==> src/rtl/seq_pattern_tx.sv <==
// rtl/seq_pattern_tx.sv - serial MSB-first pattern transmitter with repeat and idle-high gaps
//
// Loads a pattern of programmable length on i_start and shifts it out one
// bit per clock, repeated i_repeat+1 times with GAP idle-high cycles between
// repetitions. All outputs are registered from the next-state values.
//
// Ports:
//   clk        rising-edge clock
//   rst        synchronous active-high reset
//   i_start    start request (sampled only while idle)
//   i_pattern  pattern bits, active field i_pattern[len-1:0]
//   i_len      pattern length (0 = empty job, >WIDTH clamped to WIDTH)
//   i_repeat   repetitions minus one
//   i_stop     abort request (honoured while shifting or in a gap)
//   o_seq      serial data, 1 when not transmitting
//   o_valid    o_seq carries a pattern bit
//   o_busy     high in every state except idle
//   o_done     one-cycle completion pulse
//   o_aborted  one-cycle pulse alongside o_done when the job was stopped

module seq_pattern_tx #(
  parameter int WIDTH = 8,
  parameter int LEN_W = 4,
  parameter int CNT_W = 4,
  parameter int GAP   = 1
) (
  input  logic             clk,
  input  logic             rst,
  input  logic             i_start,
  input  logic [WIDTH-1:0] i_pattern,
  input  logic [LEN_W-1:0] i_len,
  input  logic [CNT_W-1:0] i_repeat,
  input  logic             i_stop,
  output logic             o_seq,
  output logic             o_valid,
  output logic             o_busy,
  output logic             o_done,
  output logic             o_aborted
);

  localparam logic [1:0] S_IDLE  = 2'd0;
  localparam logic [1:0] S_SHIFT = 2'd1;
  localparam logic [1:0] S_GAP   = 2'd2;
  localparam logic [1:0] S_DONE  = 2'd3;

  localparam int GAP_W = (GAP > 0) ? $clog2(GAP + 1) : 1;

  logic [1:0]       r_state;
  logic [WIDTH-1:0] r_pat;
  logic [LEN_W-1:0] r_len;
  logic [LEN_W-1:0] r_idx;
  logic [CNT_W-1:0] r_rep;
  logic [CNT_W-1:0] r_rep_cnt;
  logic [GAP_W-1:0] r_gap_cnt;
  logic             r_seq;
  logic             r_valid;
  logic             r_busy;
  logic             r_done;
  logic             r_aborted;

  logic [1:0]       w_state_nx;
  logic [WIDTH-1:0] w_pat_nx;
  logic [LEN_W-1:0] w_len_nx;
  logic [LEN_W-1:0] w_idx_nx;
  logic [CNT_W-1:0] w_rep_nx;
  logic [CNT_W-1:0] w_rep_cnt_nx;
  logic [GAP_W-1:0] w_gap_cnt_nx;
  logic             w_stop_hit;
  logic [LEN_W-1:0] w_len_clamp;
  logic [WIDTH-1:0] w_shift_nx;

  assign w_len_clamp = (int'(i_len) > WIDTH) ? LEN_W'(WIDTH) : i_len;

  // Bit selected for the next cycle; shifting avoids an index-width mismatch
  // between LEN_W and log2(WIDTH).
  assign w_shift_nx = w_pat_nx >> w_idx_nx;

  always_comb begin
    w_state_nx   = r_state;
    w_pat_nx     = r_pat;
    w_len_nx     = r_len;
    w_idx_nx     = r_idx;
    w_rep_nx     = r_rep;
    w_rep_cnt_nx = r_rep_cnt;
    w_gap_cnt_nx = r_gap_cnt;
    w_stop_hit   = 1'b0;

    case (r_state)
      S_IDLE: begin
        if (i_start) begin
          w_pat_nx     = i_pattern;
          w_len_nx     = w_len_clamp;
          w_rep_nx     = i_repeat;
          w_rep_cnt_nx = '0;
          if (w_len_clamp == '0) begin
            w_state_nx = S_DONE;
          end else begin
            w_idx_nx   = w_len_clamp - LEN_W'(1);
            w_state_nx = S_SHIFT;
          end
        end
      end

      S_SHIFT: begin
        if (i_stop) begin
          w_state_nx = S_DONE;
          w_stop_hit = 1'b1;
        end else if (r_idx == '0) begin
          // rep_cnt only advances while below rep, so it never wraps even
          // when rep is all-ones.
          if (r_rep_cnt < r_rep) begin
            w_rep_cnt_nx = r_rep_cnt + CNT_W'(1);
            if (GAP == 0) begin
              w_idx_nx   = r_len - LEN_W'(1);
              w_state_nx = S_SHIFT;
            end else begin
              w_gap_cnt_nx = GAP_W'(GAP - 1);
              w_state_nx   = S_GAP;
            end
          end else begin
            w_state_nx = S_DONE;
          end
        end else begin
          w_idx_nx = r_idx - LEN_W'(1);
        end
      end

      S_GAP: begin
        if (i_stop) begin
          w_state_nx = S_DONE;
          w_stop_hit = 1'b1;
        end else if (r_gap_cnt == '0) begin
          w_idx_nx   = r_len - LEN_W'(1);
          w_state_nx = S_SHIFT;
        end else begin
          w_gap_cnt_nx = r_gap_cnt - GAP_W'(1);
        end
      end

      default: begin
        // S_DONE: single cycle, start requests here are dropped
        w_state_nx = S_IDLE;
      end
    endcase
  end

  always_ff @(posedge clk) begin
    if (rst) begin
      r_state   <= S_IDLE;
      r_pat     <= '0;
      r_len     <= '0;
      r_idx     <= '0;
      r_rep     <= '0;
      r_rep_cnt <= '0;
      r_gap_cnt <= '0;
      r_seq     <= 1'b1;
      r_valid   <= 1'b0;
      r_busy    <= 1'b0;
      r_done    <= 1'b0;
      r_aborted <= 1'b0;
    end else begin
      r_state   <= w_state_nx;
      r_pat     <= w_pat_nx;
      r_len     <= w_len_nx;
      r_idx     <= w_idx_nx;
      r_rep     <= w_rep_nx;
      r_rep_cnt <= w_rep_cnt_nx;
      r_gap_cnt <= w_gap_cnt_nx;
      // Outputs are decoded from the next state so they line up with it.
      r_seq     <= (w_state_nx == S_SHIFT) ? w_shift_nx[0] : 1'b1;
      r_valid   <= (w_state_nx == S_SHIFT);
      r_busy    <= (w_state_nx != S_IDLE);
      r_done    <= (w_state_nx == S_DONE);
      r_aborted <= w_stop_hit;
    end
  end

  assign o_seq     = r_seq;
  assign o_valid   = r_valid;
  assign o_busy    = r_busy;
  assign o_done    = r_done;
  assign o_aborted = r_aborted;

endmodule

==> config.mk <==
export PLATFORM = sky130hd
export DESIGN_NAME = seq_pattern_tx
export DESIGN_NICKNAME = d
export VERILOG_FILES = /design/src/rtl/seq_pattern_tx.sv
export SDC_FILE = /design/constraint.sdc
export NUM_CORES = 1
export LEC_CHECK = 0
export ABC_AREA = 1
export CORE_MARGIN = 4
export CORE_UTILIZATION = 50
export CTS_BUF_LIST = sky130_fd_sc_hd__clkbuf_4
export DETAILED_ROUTE_END_ITERATION = 10
export GPL_TIMING_DRIVEN = 0
export PLACE_DENSITY_LB_ADDON = 0.12
export SLEW_MARGIN = 20
export SYNTH_ARGS = -nofsm -noshare
export SYNTH_HDL_FRONTEND = slang
export SYNTH_SLANG_ARGS = --single-unit
==> constraint.sdc <==
create_clock -name clk -period 1.6 [get_ports clk]
set_input_delay 0.16 -clock clk [delete_from_list [all_inputs] [get_ports clk]]
set_output_delay 0.16 -clock clk [all_outputs]
set_load 0.02 [all_outputs]
## Word level (Yosys, flattened, before mapping)

Index checks and enable logic that the tools add are counted.

| operators by class | value |
|---|---|
| $add $sub $neg | 5 |
| magnitude comparators | 2 |
| equal/unequal tests | 9 |
| shift-type cells | 1 |
| multiplexer cells | 30 |
| bitwise gates (word level) | 2 |
| reductions and logical operators | 12 |

Operators by type and width:

| kind | count |
|---|---|
| 4-bit 2-to-1 mux | 11 |
| 8-bit 2-to-1 mux | 2 |
| 2-bit 2-to-1 mux | 6 |
| 4-bit case mux with 3 select lines | 1 |
| 4-bit by 1-bit subtractor with 4-bit output, second input constant | 3 |
| 2-bit != test, second input constant | 5 |
| 5-bit AND reduction | 2 |
| 4-bit zero test | 2 |
| 4-bit case mux with 2 select lines | 1 |
| 8-bit by 4-bit right shift with 1-bit output | 1 |
| 1-bit 2-to-1 mux | 7 |
| 2-bit case mux with 3 select lines | 1 |
| 2-bit nonzero test | 3 |
| 2-bit OR reduction | 3 |
| 4-bit by 1-bit adder with 4-bit output, second input constant | 1 |
| 2-bit by 1-bit equality test with 1-bit output, second input constant | 2 |
| 2-bit equality test, second input constant | 2 |
| 4-bit greater-than comparator, second input constant | 1 |
| 4-bit less-than comparator | 1 |
| 2-bit zero test | 1 |
| 1-bit NOT | 2 |
| 1-bit case mux with 2 select lines | 1 |
| 2-bit AND reduction | 1 |
| 1-bit subtractor, second input constant | 1 |

| storage, ports and cells | value |
|---|---|
| register bits | 32 |
| input bits | 20 |
| output and inout port bits | 5 |

## Depth between registers and ports, before layout

| depth | value |
|---|---|
| depth in word-level cells | 9 |
| mapped depth | 14 |
| mapped depth without buffers | 14 |

## Worst setup path before layout

OpenSTA, ideal clock, no wires.

| timing path | value |
|---|---|
| path kind | register to register |
| start point | reg r_state[0] |
| end point | reg r_seq, in the netlist o_seq |
| arrival | 1.535 ns |
| required time | 1.485 ns |
| setup slack | -0.050 ns |
| stages on the path, launching flop included | 11 |
| buffers on the path | 1 |
| cell sequence | dfxtp_1 inv_1 ha_1 nand2_2 buf_6 mux2i_1 nand4_1 nand3_1 nand3_1 nand3_1 nand2_1 |

| on the way | value |
|---|---|
| word-level cells in the longest chain between the ends | 6 |

Ends and longest elaborated chain:

| element | line | RTL |
|---|---|---|
| start, declared | 48 | `logic [1:0] r_state;` |
| start signal, assigned | 162 | `r_state <= w_state_nx;` |
| branches (longest 6 deep; another with 8-bit by 4-bit right shift with 1-bit output) | n/a |  |
| end signal, assigned | 170 | `r_seq <= (w_state_nx == S_SHIFT) ? w_shift_nx[0] : 1'b1;` |
| end, declared | 55 | `logic r_seq;` |

Several ways; the timed one is not identified.
A chain may end at the register's enable or synchronous reset.

## Worst setup path in the final report

| timing path | value |
|---|---|
| start point | reg r_state[1] |
| end point | reg r_seq, in the netlist o_seq |

Same word-level chain as after synthesis.

==> flow_summary.toml <==
[worst_setup_path]
slowest_stage = "dfxtp_4"
cp_common_cell = "nand3_1"
worstPathArrival_ps = 1940
crit_fanout = 5
cp.required_ps = 1840
cp.depth = 10
crit_family = "simple AND/OR/NAND/NOR gates"
crit_type = "reg2reg"
cp_cell_sequence = "inv_4 > ha_4 > nand2_4 > buf_12 > mux2i_4 > nand4_1 > nand3_1 > nand3b_1 > nand3_1 > nand2_1"
cp-end-kind = "register"
path_buf_inv = 2
cpPeakStageDelay_ps = 410
critPathLaunchType = "register"
rr_worst_depth = 10

[routing]
drcViolationCount = 0
wl_um = 4250
drt_iter0_markers = 105
wl_per_cell_um = 13.5
dr_total_vias = 1725
ant_nets = 0
via_per_inst = 5.48
first_pass_iters = 5

[timing]
finalMaxSlewViolations = 0
whs_ps = 148
setup_ws_ps = -107
timing_hold_violations_final = 0
setup_viol = 3
fin_crit_ps = 1710
rsz0062_at_grt = "true"
max_slew.worst_pin.slew_ps = 423
fmax_mhz = 586
finalSetupTns_ps = -184
relSlewSlack_pct = 71.8
fin_crit_sh_pct = 107
clock_skew_ps = 8.59

[cells_and_area]
final_nets = 303
layout_common_cells = "nand2_1, nor2_1, dfxtp_1"
fillCellCount = 232
final_common_cell = "nand2_1"
seqCellArea_um2 = 634
area_delta_synth_final_pct = 39.0
multi_input_area_um2 = 1190
diodes = 0
finalNonFillerCells = 315
drive_above_1_share_pct = 28.8

[clock_tree]
clk_path_buf_depth = 2
clkTransAtPathRegs_ps = 100
clockRootBuffer = "clkbuf_4"
clk_latency_ps = 340
postCtsHoldBufs = 0
clock_sinks = 31
htree_levels = 2
tritoncts = "built"
cts-buffers-inserted = 5

[logic_synthesis]
synth_cell_types = 27
synth_compound_area_share_pct = 12.9
syn_nets = 264
synthCells = 232
synth-simple-area-share_pct = 27.8
yosysWarnings = 0
synth-seq-area-share_pct = 36.3
synth_fa_ha_area_share_pct = 8.77
synth_mux_area_share_pct = 4.68
synth_top_family_by_area = "simple AND/OR/NAND/NOR gates"
synth-seq-cells = 31
synthXorXnorAreaFrac_pct = 2.05
synth_area_um2 = 1710
avgSynthCellArea_um2 = 7.38

[die]
ioPinCount = 25
die_h_um = 66.5
core_um2 = 3150
dieArea_um2 = 4420
start_util_pct = 54.3
die_w_um = 66.5
std_cell_rows = 20

[grt]
grt_max_degree = 11
grt_pass1_vias = 1518
antenna_found_initial = 0
overflow = 0
grt_usage_pct = 20.0
grt_pass1_wl_um = 6730

[pwr]
powerDensity_nw_per_um2 = 1810
p_leak_nw = 0.997
ir_drop_mv = 1.30

[worst_hold_path]
holdPathStages = 3
hold_path.class = "in2reg"

[status]
violations = "setup timing"
status = "finished, violations left"

[place]
dp_slack_ps = -792
port_buffers = 22
dp_hpwl_um = 2770
dp_cells = 298
finalWeightedCongestion = 0.856

[flow_run]
cap_viol_max_count = 0
state kept, by name, summed over array words and instances (netlist names):
name and count:
r_state 2, o_busy 1, r_rep 4, o_aborted 1, r_rep_cnt 4, r_idx 4, r_len 4, o_done 1
r_pat 8, o_valid 1, o_seq 1
worst reg2reg max path: stages (launching register included):
cell and delay [ps]:
dfxtp_4 410, inv_4 50, ha_4 180, nand2_4 120, buf_12 150, mux2i_4 230, nand4_1 120, nand3_1 110
nand3b_1 90, nand3_1 90, nand2_1 60
path summary, 6_finish.rpt:
path,from,end,slack [ps]
setup / recovery,r_state[1]$_SDFF_PP0_,o_seq$_SDFF_PP1_,-110
hold / removal,i_len[2],r_len[2]$_SDFFE_PP0P_,150
setup reg to reg,r_state[1]$_SDFF_PP0_,o_seq$_SDFF_PP1_,-110
hold reg to reg,r_len[3]$_SDFFE_PP0P_,r_len[3]$_SDFFE_PP0P_,470
metal layers:
metal | share of wire (%) | vias up | GRT usage (%)
met1 | 44 | 809 | 25.0
met2 | 47 | 49 | 32.8
li1 | - | 855 | -
met3 | 6.4 | 12 | 5.06
met5 | 0 | - | 0
met4 | 2.2 | 0 | 7.36
synth_stat cells:
master / count / area, µm²
nor3_1: 6 / 30.0
ha_1: 12 / 150
xor2_1: 2 / 17.5
nor2_1: 26 / 97.6
clkinv_2: 1 / 5.00
dfxtp_1: 31 / 621
a211oi_1: 1 / 7.51
mux2i_1: 8 / 80.1
nor4_1: 1 / 6.26
buf_6: 1 / 11.3
xnor2_1: 2 / 17.5
nand3_2: 1 / 10.0
o21ai_0: 15 / 75.1
nand2_2: 7 / 43.8
and2_1: 1 / 6.26
nand4_1: 7 / 43.8
nor2_2: 1 / 6.26
nand3_1: 20 / 100
clkbuf_1: 3 / 11.3
a21oi_1: 20 / 100
buf_4: 1 / 7.51
inv_1: 25 / 93.8
o211ai_1: 2 / 15.0
nand3b_1: 1 / 7.51
o21ai_1: 3 / 15.0
o21ai_2: 1 / 8.76
nand2_1: 33 / 124
stage by stage:
stage                     utilization [%]  power (W)  cell area [µm²]
after floorplan                         -    0.00258             1710
after global placement               63.1    0.00303             1990
after detailed placement             63.1    0.00307             1990
after CTS                            72.0    0.00395             2270
after global routing                 75.5    0.00464             2380
final                                75.5    0.00430             2380
layout make-up:
type | instances | share of cell area (%)
clock inverter | 2 | 0.368
timing repair buffer | 32 | 12.9
tap | 44 | 2.31
multi-input combinational | 170 | 50.1
inverter | 26 | 4.36
buffer | 5 | 1.68
sequential | 31 | 26.7
clock buffer | 5 | 1.58
repair_timing:
| item | in CTS | in global routing |
|---|---|---|
| buffers inserted | 5 | 4 |
| endpoints found under the setup margin | 18 | 14 |
| resized for setup | 46 | 31 |
| pin swaps | 16 | 22 |
| gates cloned | 1 | 0 |
kinds of logic after synthesis:
group,Yosys count
AOI/OAI and AO/OA,42
xor gates and xnor gates,4
DFF,31
buffers and inverters,31
and+or+nand+nor,104
adders and majority gates,12
muxes,8
power breakdown:
| part | leakage (nW) | internal, W | total, W | switching (W) |
|---|---|---|---|---|
| Sequential | 0.258 | 0.00103 | 0.00122 | 0.000194 |
| Clock | 0.0285 | 0.000155 | 0.000423 | 0.000267 |
| Combinational | 0.710 | 0.00118 | 0.00266 | 0.00148 |
Note: power is estimated with default switching activity, not from simulation.
